<file path="config.mk">
export PLATFORM = sky130hd
export DESIGN_NAME = bank_rr_arbiter
export DESIGN_NICKNAME = d
export VERILOG_FILES = /design/src/rtl/bank_rr_arbiter_pkg.sv /design/src/rtl/rr_priority_pick.sv /design/src/rtl/bank_rr_arbiter.sv
export SDC_FILE = /design/constraint.sdc
export NUM_CORES = 1
export LEC_CHECK = 0
export BUFFER_PORTS_ARGS = -buffer_cell sky130_fd_sc_hd__buf_2
export CAP_MARGIN = 0
export CORE_AREA = 5 5 254 256
export CTS_BUF_LIST = sky130_fd_sc_hd__clkbuf_8
export DETAILED_ROUTE_END_ITERATION = 6
export DIE_AREA = 0 0 259 261
export SKIP_LAST_GASP = 1
export SLEW_MARGIN = 0
export SYNTH_ARGS = -nofsm -noshare
export SYNTH_HDL_FRONTEND = slang
export SYNTH_SLANG_ARGS = --single-unit
</file>
<file path="constraint.sdc">
create_clock -name clk -period 4.8 [get_ports clk]
set_clock_uncertainty 0.15 [all_clocks]
set_input_delay 0.48 -clock clk [delete_from_list [all_inputs] [get_ports clk]]
set_output_delay 0.48 -clock clk [all_outputs]
set_load 0.02 [all_outputs]
</file>
<file path="src/rtl/bank_rr_arbiter_pkg.sv">
// Shared definitions for the bank arbitration layer: FSM encoding and
// crossbar-wide constants.
package bank_rr_arbiter_pkg;

   // Number of memory banks; one bank_rr_arbiter instance serves each bank.
   localparam int MEM_BANK_NUM = 16;

   // Arbiter FSM encoding.
   typedef enum logic [1:0] {
      ST_IDLE  = 2'd0,
      ST_ISSUE = 2'd1,
      ST_STALL = 2'd2
   } arb_state_e;

endpackage

</file>
<file path="src/rtl/rr_priority_pick.sv">
// Round-robin priority pick: returns the first set bit of elig found by
// searching upward from (last+1) mod N, wrapping around. Purely combinational.
module rr_priority_pick #(
   parameter int N = 16,
   parameter int W = 4
) (
   input  logic [N-1:0] elig,
   input  logic [W-1:0] last,
   output logic         found,
   output logic [W-1:0] idx
);

   // Scan the N candidates in rotated order; the first eligible one wins.
   always_comb begin
      int j;
      found = 1'b0;
      idx   = '0;
      j     = 0;
      for (int k = 0; k < N; k++) begin
         j = int'(last) + 1 + k;
         if (j >= N) j = j - N;
         if (j >= N) j = j - N;
         if (!found && elig[W'(j)]) begin
            found = 1'b1;
            idx   = W'(j);
         end
      end
   end

endmodule

</file>
<file path="src/rtl/bank_rr_arbiter.sv">
// Per-bank round-robin arbiter. Picks one FIFO head per transfer, pulses a
// one-cycle pop (gnt) back to that FIFO and holds a registered access towards
// the bank until the bank takes it.
//
// Bank handshake: an access is offered while bank_valid=1 and is consumed on a
// rising clk edge where bank_valid=1 and bank_ready=1; bank_data and bank_src
// are stable for the whole time bank_valid=1 and bank_ready=0.
//
// A misrouted word (BID != BANK_ID) is popped but never offered to the bank,
// so with no access pending the arbiter is free to pick again on the next
// cycle regardless of bank_ready.
module bank_rr_arbiter
   import bank_rr_arbiter_pkg::*;
#(
   parameter int NUM_REQ    = 16,
   parameter int DATA_WIDTH = 32,
   parameter int BID_WIDTH  = 4,
   parameter int BANK_ID    = 0,
   parameter int SRC_W      = 4
) (
   input  logic                                     clk,
   input  logic                                     rst_n,
   input  logic [NUM_REQ-1:0]                       req,
   input  logic [NUM_REQ*(DATA_WIDTH+BID_WIDTH)-1:0] req_word,
   input  logic                                     bank_ready,
   output logic [NUM_REQ-1:0]                       gnt,
   output logic                                     bank_valid,
   output logic [DATA_WIDTH-1:0]                    bank_data,
   output logic [SRC_W-1:0]                         bank_src,
   output logic                                     err_misroute,
   output logic [15:0]                              grant_count
);

   localparam int WORD_W = DATA_WIDTH + BID_WIDTH;

   arb_state_e            state, state_nxt;
   logic [SRC_W-1:0]      last, last_nxt;
   logic [NUM_REQ-1:0]    elig;
   logic                  found;
   logic [SRC_W-1:0]      pick;
   logic [WORD_W-1:0]     pick_word;
   logic                  can_arb;

   logic [NUM_REQ-1:0]    gnt_nxt;
   logic                  valid_nxt;
   logic [DATA_WIDTH-1:0] data_nxt;
   logic [SRC_W-1:0]      src_nxt;
   logic                  err_nxt;
   logic [15:0]           count_nxt;

   // The FIFO's req still shows the word just popped for one cycle, so the
   // bit granted this cycle is excluded from the next pick.
   assign elig = req & ~gnt;

   rr_priority_pick #(
      .N (NUM_REQ),
      .W (SRC_W)
   ) u_pick (
      .elig  (elig),
      .last  (last),
      .found (found),
      .idx   (pick)
   );

   assign pick_word = req_word[int'(pick)*WORD_W +: WORD_W];

   // Next-state and next-output logic: stall while the bank holds off an
   // offered access, otherwise arbitrate.
   always_comb begin
      state_nxt = state;
      last_nxt  = last;
      gnt_nxt   = '0;
      valid_nxt = bank_valid;
      data_nxt  = bank_data;
      src_nxt   = bank_src;
      err_nxt   = err_misroute;
      count_nxt = grant_count;
      can_arb   = 1'b0;

      case (state)
         ST_IDLE: can_arb = 1'b1;
         ST_ISSUE, ST_STALL: begin
            if (bank_valid && !bank_ready) state_nxt = ST_STALL;
            else                           can_arb   = 1'b1;
         end
         default: begin
            state_nxt = ST_IDLE;
            valid_nxt = 1'b0;
         end
      endcase

      if (can_arb) begin
         if (found) begin
            state_nxt     = ST_ISSUE;
            gnt_nxt[pick] = 1'b1;
            last_nxt      = pick;
            src_nxt       = pick;
            data_nxt      = pick_word[DATA_WIDTH-1:0];
            count_nxt     = grant_count + 16'd1;
            if (pick_word[WORD_W-1:DATA_WIDTH] != BID_WIDTH'(BANK_ID)) begin
               valid_nxt = 1'b0;
               err_nxt   = 1'b1;
            end else begin
               valid_nxt = 1'b1;
            end
         end else begin
            state_nxt = ST_IDLE;
            valid_nxt = 1'b0;
         end
      end
   end

   // FSM state register.
   always_ff @(posedge clk or negedge rst_n) begin
      if (!rst_n) state <= ST_IDLE;
      else        state <= state_nxt;
   end

   // Round-robin pointer, output registers and grant counter.
   always_ff @(posedge clk or negedge rst_n) begin
      if (!rst_n) begin
         last         <= SRC_W'(NUM_REQ - 1);
         gnt          <= '0;
         bank_valid   <= 1'b0;
         bank_data    <= '0;
         bank_src     <= '0;
         err_misroute <= 1'b0;
         grant_count  <= '0;
      end else begin
         last         <= last_nxt;
         gnt          <= gnt_nxt;
         bank_valid   <= valid_nxt;
         bank_data    <= data_nxt;
         bank_src     <= src_nxt;
         err_misroute <= err_nxt;
         grant_count  <= count_nxt;
      end
   end

endmodule

</file>
### Word-level counts from Yosys, hierarchy flattened

Index checks and enable logic that the tools add are counted.

* bitwise gates (word level): 2
* mux-type cells: 126
* reductions and logical operators: 40
* magnitude comparators: 50
* shift operators: 1
* eq/ne operators: 5
* $mul: 1
* add/sub/neg operators: 49

Operators by type and width (number)
* $ge 32x6->1 const B: 31
* $shiftx 576x11->36: 1
* $mux 32: 16
* $sub 32x6->32 const B: 15
* $add 32x5->32 const B: 8
* $add 32x4->32 const B: 4
* $mux 4: 32
* $lt 4x6->1 const B: 16
* $add 32x3->32 const B: 2
* $bmux 1 s4: 16
* $sub 4x1->4 const B: 16
* $mux 1: 55
* $add 32x2->32 const B: 1
* $mux 16: 2
* $logic_and 1x1->1: 17
* $add 16x1->16 const B: 1
* $and 16x16->16: 1
* $logic_not 1->1: 16
* $not 16->16: 1
* $mul 4x4->8 const B: 1
* $sub 5x5->6 const B: 1
* $add 4x1->5 const B: 1
* $ge 5x5->1 const B: 1
* $lt 4x5->1 const B: 1
* other kinds (16): 18

* input port bits: 595
* word-level logic and storage cells: 282
* register bits: 76
* output and inout port bits: 70

### Depth between registers and ports, before layout

* depth after elaboration: 60
* mapped depth: 21
* gate-level depth less buffers: 14

### Hierarchy

From an unflattened synthesis, not the netlist that was laid out.

* cells, all modules: 892
* area, all modules: 9589.2 um^2

By module, submodules not included
* bank_rr_arbiter: seq. area each 1906.8 um^2, cells each 566, area each 7121.8 um^2, instances 1
* rr_priority_pick: seq. area each 0.0 um^2, cells each 326, area each 2467.4 um^2, instances 1

### Worst setup path before layout

No wires, ideal clock.

* path kind: register to register
* start: register last[0]
* end: register err_misroute
* path slack: 0.259 ns
* required time: 4.524 ns
* arrival: 4.265 ns
* cell stages (with the launch flop): 19
* setup time: 0.126 ns
* path buffers: 5
* period minus slack after synthesis: 4.541 ns
* cells stage by stage: dfstp_2 -> ha_1 -> buf_4 -> buf_6 -> buf_6 -> inv_2 -> clkbuf_1 -> mux2i_1 -> mux2i_1 -> nor3_4 -> nand3_4 -> nor2_1 -> a41oi_1 -> a41o_1 -> buf_4 -> mux2i_1 -> mux2i_1 -> mux2i_1 -> a221o_1

* word-level cells in the longest chain between the ends: 58
* elaborated cells between the ends (all ways): 226
* those cells by class: 48 x add/sub; 1 x mul; 32 x order compare; 1 x shift; 112 x mux; 32 x reduce/logical

RTL lines
* start: declaration: RTL line bank_rr_arbiter.sv:37 `logic [SRC_W-1:0] last, last_nxt;`
* start signal: assignment: RTL line bank_rr_arbiter.sv:122 `last <= SRC_W'(NUM_REQ - 1);`
* start signal: assignment: RTL line bank_rr_arbiter.sv:130 `last <= last_nxt;`
* $add 4x1->5 (*): RTL line rr_priority_pick.sv:20 `j = int'(last) + 1 + k;`
* parallel branches: the longest is 56 deep, another holds $add 32x2->32
* $reduce_and 3->1 (no source line) (*)
* end signal: assignment: RTL line bank_rr_arbiter.sv:135 `err_misroute <= err_nxt;`
* end: declaration: RTL line bank_rr_arbiter.sv:30 `output logic err_misroute,`

Mark *: on every way between the ends. The select of a mux whose other input is x is not followed.
A chain may end at the register's enable or synchronous reset.

### Worst setup path after layout

* start: register last[0]
* end: register bank_data[4]

* word-level cells in the longest chain between the ends: 56
* elaborated cells between the ends (all ways): 225
* those cells by class: 48 x add/sub; 1 x mul; 32 x order compare; 1 x shift; 112 x mux; 31 x reduce/logical

RTL lines
* $add 4x1->5 (*): RTL line rr_priority_pick.sv:20
* parallel branches: the longest is 55 deep, another holds $add 32x2->32
* end signal: assignment: RTL line bank_rr_arbiter.sv:133 `bank_data <= data_nxt;`
* end: declaration: RTL line bank_rr_arbiter.sv:28 `output logic [DATA_WIDTH-1:0] bank_data,`

Marked as above.

==> metrics.log <==
[metrics] outcome: finished, violations left
[metrics] failing checks: setup timing
[metrics] kind of cell with the highest combined delay on the critical path: compound AO/OA/AOI/OAI gates
[metrics] arrival time reported for the critical path endpoint: 5.04 ns
[metrics] share of layout cells above drive strength 1: 55.2%
[metrics] Sinks on Clock Net: 76
[metrics] total congestion overflow after global routing: 0
[metrics] initial antenna violation count: 55
[metrics] die height: about 260 µm
[metrics] horizontal extent of the die: 259 µm
[metrics] slowest cell on the critical path: sky130_fd_sc_hd__dfstp_2
[metrics] Layout Utilization: 28.8%
[metrics] overall die area: 67600 µm²
[metrics] number of buffers on the longest clock path: 2
[metrics] Crit Path Class: flop to flop
[metrics] DP Worst Slack: -0.466 ns
[metrics] relative slew slack: a little over half
[metrics] root buffer cell: sky130_fd_sc_hd__clkbuf_8
[metrics] first-pass iteration count of the detailed router: 6
[metrics] synthesized netlist cell count: 1177
[metrics] Mapped Nets: 1777
[metrics] worst-path cell chain: ha_4 > buf_12 > nor4bb_1 > or4_4 > mux2i_1 > buf_4 > mux2i_4 > buf_6 > mux2_2 > a311o_1 > o211ai_1 > a22o_1 > o32a_4 > buf_4 > buf_6 > buf_16 > buf_12 > mux2i_4 > buf_4 > mux2i_1 > a32oi_1 > o221ai_1
[metrics] cell occurring most often along the worst timing path: sky130_fd_sc_hd__buf_4
[metrics] number of synthesized flops with an enable pin: 0
[metrics] Tmin final: 4.87 ns
[metrics] Antenna Nets Post-Route: 0
[metrics] Synth warnings: 0
[metrics] number of buffers inserted during clock tree synthesis: 9
[metrics] largest net degree at the start of global routing: 42
[metrics] final hold vios: 0
[metrics] clock tree from TritonCTS: built
[metrics] DR vias: 13700
[metrics] worst-case setup margin in the final layout: -0.0673 ns
[metrics] Ports: 665
[metrics] Routed WL per cell: ~24 µm
[metrics] number of global-route vias before repair: roughly 13000
[metrics] core region area: about 62000 µm²
[metrics] Avg Cell Area, Syn: approximately 8.6 µm²
[metrics] later-pin clock latency in the skew report: 0.44 ns
[metrics] overall routing resource usage: 19.0%
[metrics] Crit Path Max Fanout: 6
[metrics] number of library cell types mapped by synthesis: 80
[metrics] Placed Cells incl. Taps: 2839
[metrics] Final Setup Violations: 17
[metrics] NumNets Final: 2661
[metrics] most common flop cell mapped by yosys: sky130_fd_sc_hd__dfrtp_1
[metrics] final-report max-slew violation count: 0
[metrics] ys async rst share: 100%
[metrics] endpoint class of the critical path: flop
[metrics] deepest level of the CTS H-tree: 3
[metrics] unrepaired setup endpoints after global routing: true
[metrics] Core Rows: 92
[metrics] # DRC: 0
[metrics] path category of the worst min-delay check: flop to flop
[metrics] final cell count without fillers: 2941
[metrics] last weighted congestion value of the routability-driven placer: 0.948
[metrics] required time at the endpoint of the critical path: 4.98 ns
[metrics] Initial Utilization: about 16%
[metrics] sum of buffers and inverters on the critical path: 8
[metrics] Critical Path Start Type: flop
[metrics] internal reg-to-reg setup slack: -0.07 ns
[metrics] via/cell ratio: 4.65
[metrics] share of the synthesized area in the top cell type: between 30 and 40%
[metrics] clock slew at the register clock pins of the worst setup and hold paths: roughly 0.13 ns
[metrics] Filler Cells Inserted: between 6000 and 7000
[metrics] largest stage delay on the critical path: 0.59 ns
[metrics] synthesized flop and latch total: 76
[metrics] transition time of the tightest slew-check pin: 0.680 ns
[metrics] half-perimeter wire length after placement: just under 60 mm
[metrics] I/O Buffers: 664
[metrics] largest area contributor in the netlist: sky130_fd_sc_hd__mux2i_1
[metrics] final worst-path cycle share: 101%
[metrics] leading cell types by total area after synthesis: sky130_fd_sc_hd__mux2i_1, sky130_fd_sc_hd__dfrtp_1, sky130_fd_sc_hd__nand2_1, sky130_fd_sc_hd__o221ai_1, sky130_fd_sc_hd__a32oi_1
[metrics] count of maximum capacitance violations: 0
[metrics] fmax: 205 MHz
[metrics] final hold slack: 0.324 ns
[metrics] portion of the post-synthesis area used by sequential elements: a little under a fifth
[metrics] wirelength, routed: 70.7 mm
[metrics] Area Growth Syn to Fin: 78.1%
[metrics] area of the mapped netlist: 10100 µm²
[metrics] starting DRC count in detailed routing: 1155
[metrics] wire length of the first global-routing pass: ~93 mm
==> final cells by class <==
type	instances	area (µm²)	area share (%)
clock inverters	7	80.1	0.446
flip-flops and latches	76	1910	10.6
well taps	846	1060	5.90
clock buffers	9	124	0.690
diodes	29	72.6	0.404
repair buffers	966	6370	35.5
inverters	15	65.1	0.362
multi-input cells	993	8270	46.1
==> placed cells by master (no fill, tap or decap), types with 14 or more instances in the layout <==
cell type	instances
sky130_fd_sc_hd__nand2_1	205
sky130_fd_sc_hd__xnor2_1	14
sky130_fd_sc_hd__buf_2	663
sky130_fd_sc_hd__buf_6	23
sky130_fd_sc_hd__nand2b_1	16
sky130_fd_sc_hd__o221ai_1	28
sky130_fd_sc_hd__o21ai_0	19
sky130_fd_sc_hd__mux2i_2	24
sky130_fd_sc_hd__nor2b_1	14
sky130_fd_sc_hd__nor4_1	17
sky130_fd_sc_hd__dfrtp_1	72
sky130_fd_sc_hd__buf_4	225
sky130_fd_sc_hd__a21oi_1	15
sky130_fd_sc_hd__buf_12	37
sky130_fd_sc_hd__a22oi_1	31
sky130_fd_sc_hd__nand3_1	43
sky130_fd_sc_hd__nor2_1	41
sky130_fd_sc_hd__diode_2	29
sky130_fd_sc_hd__a32oi_1	23
sky130_fd_sc_hd__mux2i_1	289
==> sequential cells by signal, summed over array words and instances (netlist names) <==
name and cells:
bank_valid 1, last 4, gnt 16, grant_count 16, err_misroute 1, bank_data 32
state 2, bank_src 4
==> routing by layer <==
| layer | routed length (µm) | global-route usage, % | vias up |
|---|---|---|---|
| met5 | 189 | 0 | - |
| met4 | 3070 | 8.17 | 26 |
| met3 | 7210 | 5.54 | 137 |
| met2 | 32500 | 30.3 | 740 |
| met1 | 27700 | 24.0 | 6504 |
| li1 | - | - | 6257 |
==> worst reg2reg max path, stage by stage (launching register included) <==
cell                       delay, ns
sky130_fd_sc_hd__dfstp_2        0.59
sky130_fd_sc_hd__ha_4           0.25
sky130_fd_sc_hd__buf_12         0.15
sky130_fd_sc_hd__nor4bb_1       0.12
sky130_fd_sc_hd__or4_4          0.58
sky130_fd_sc_hd__mux2i_1        0.16
sky130_fd_sc_hd__buf_4          0.16
sky130_fd_sc_hd__mux2i_4        0.07
sky130_fd_sc_hd__buf_6          0.13
sky130_fd_sc_hd__mux2_2         0.27
sky130_fd_sc_hd__a311o_1        0.33
sky130_fd_sc_hd__o211ai_1       0.11
sky130_fd_sc_hd__a22o_1         0.18
sky130_fd_sc_hd__o32a_4         0.23
sky130_fd_sc_hd__buf_4          0.13
sky130_fd_sc_hd__buf_6          0.12
sky130_fd_sc_hd__buf_16         0.15
sky130_fd_sc_hd__buf_12         0.11
sky130_fd_sc_hd__mux2i_4        0.21
sky130_fd_sc_hd__buf_4          0.18
sky130_fd_sc_hd__mux2i_1        0.07
sky130_fd_sc_hd__a32oi_1        0.19
sky130_fd_sc_hd__o221ai_1       0.13
==> stage by stage <==
stage          area, µm²  setup TNS (ns)
6_report           18000          -0.645
5_1_grt            17900           -5.02
4_1_cts            17000         -0.0341
3_5_place_dp       16100           -8.79
3_3_place_gp       16100           -8.55
2_1_floorplan      10100               0
==> repair_timing <==
item / CTS / global route
hold endpoints to repair: 36 / 0
endpoints found under the setup margin: 34 / 40
hold buffers: 1 / 0
cloned: 4 / 5
pin swaps: 32 / 51
gates resized for setup: 70 / 122
setup buffers: 19 / 36
==> logic make-up after synthesis <==
family	count (synthesis)	share of synthesized area, %
multiplexers	349	36.4
flip-flops	76	18.9
adder cells (fa/ha/maj)	5	0.621
AO/OA/AOI/OAI	197	15.4
AND/OR/NAND/NOR	418	20.3
buffers and inverters	108	6.00
XOR/XNOR	24	2.42
==> path summary, 6_finish.rpt <==
kind / start / endpoint / cells after the start
worst min-delay path: grant_count[15] / grant_count[15] / 1
worst min register to register: grant_count[15] / grant_count[15] / 1
worst max register to register: last[0] / bank_data[4] / 22
max in group asynchronous: rst_n / bank_data[26] / 3
min in group asynchronous: rst_n / bank_data[24] / 2
worst max-delay path: last[0] / bank_data[4] / 22
==> Yosys cell counts, drive strengths merged (6+ instances only) <==
cell type and instances:
a21oi 16, a22oi 35, a311oi 6, a32oi 33
and2 6, buf 60, clkbuf 33, dfrtp 72
inv 15, mux2 13, mux2i 324, mux4 12
nand2 207, nand2b 17, nand3 53, nor2 48
nor2b 17, nor3 11, nor4 20, nor4bb 10
o211ai 6, o21ai 21, o221ai 34, xnor2 18
xor2 6
Power is left out: the tool's default activity adds up to more than one toggle a clock period on the data nets, which glitch-free logic cannot reach.
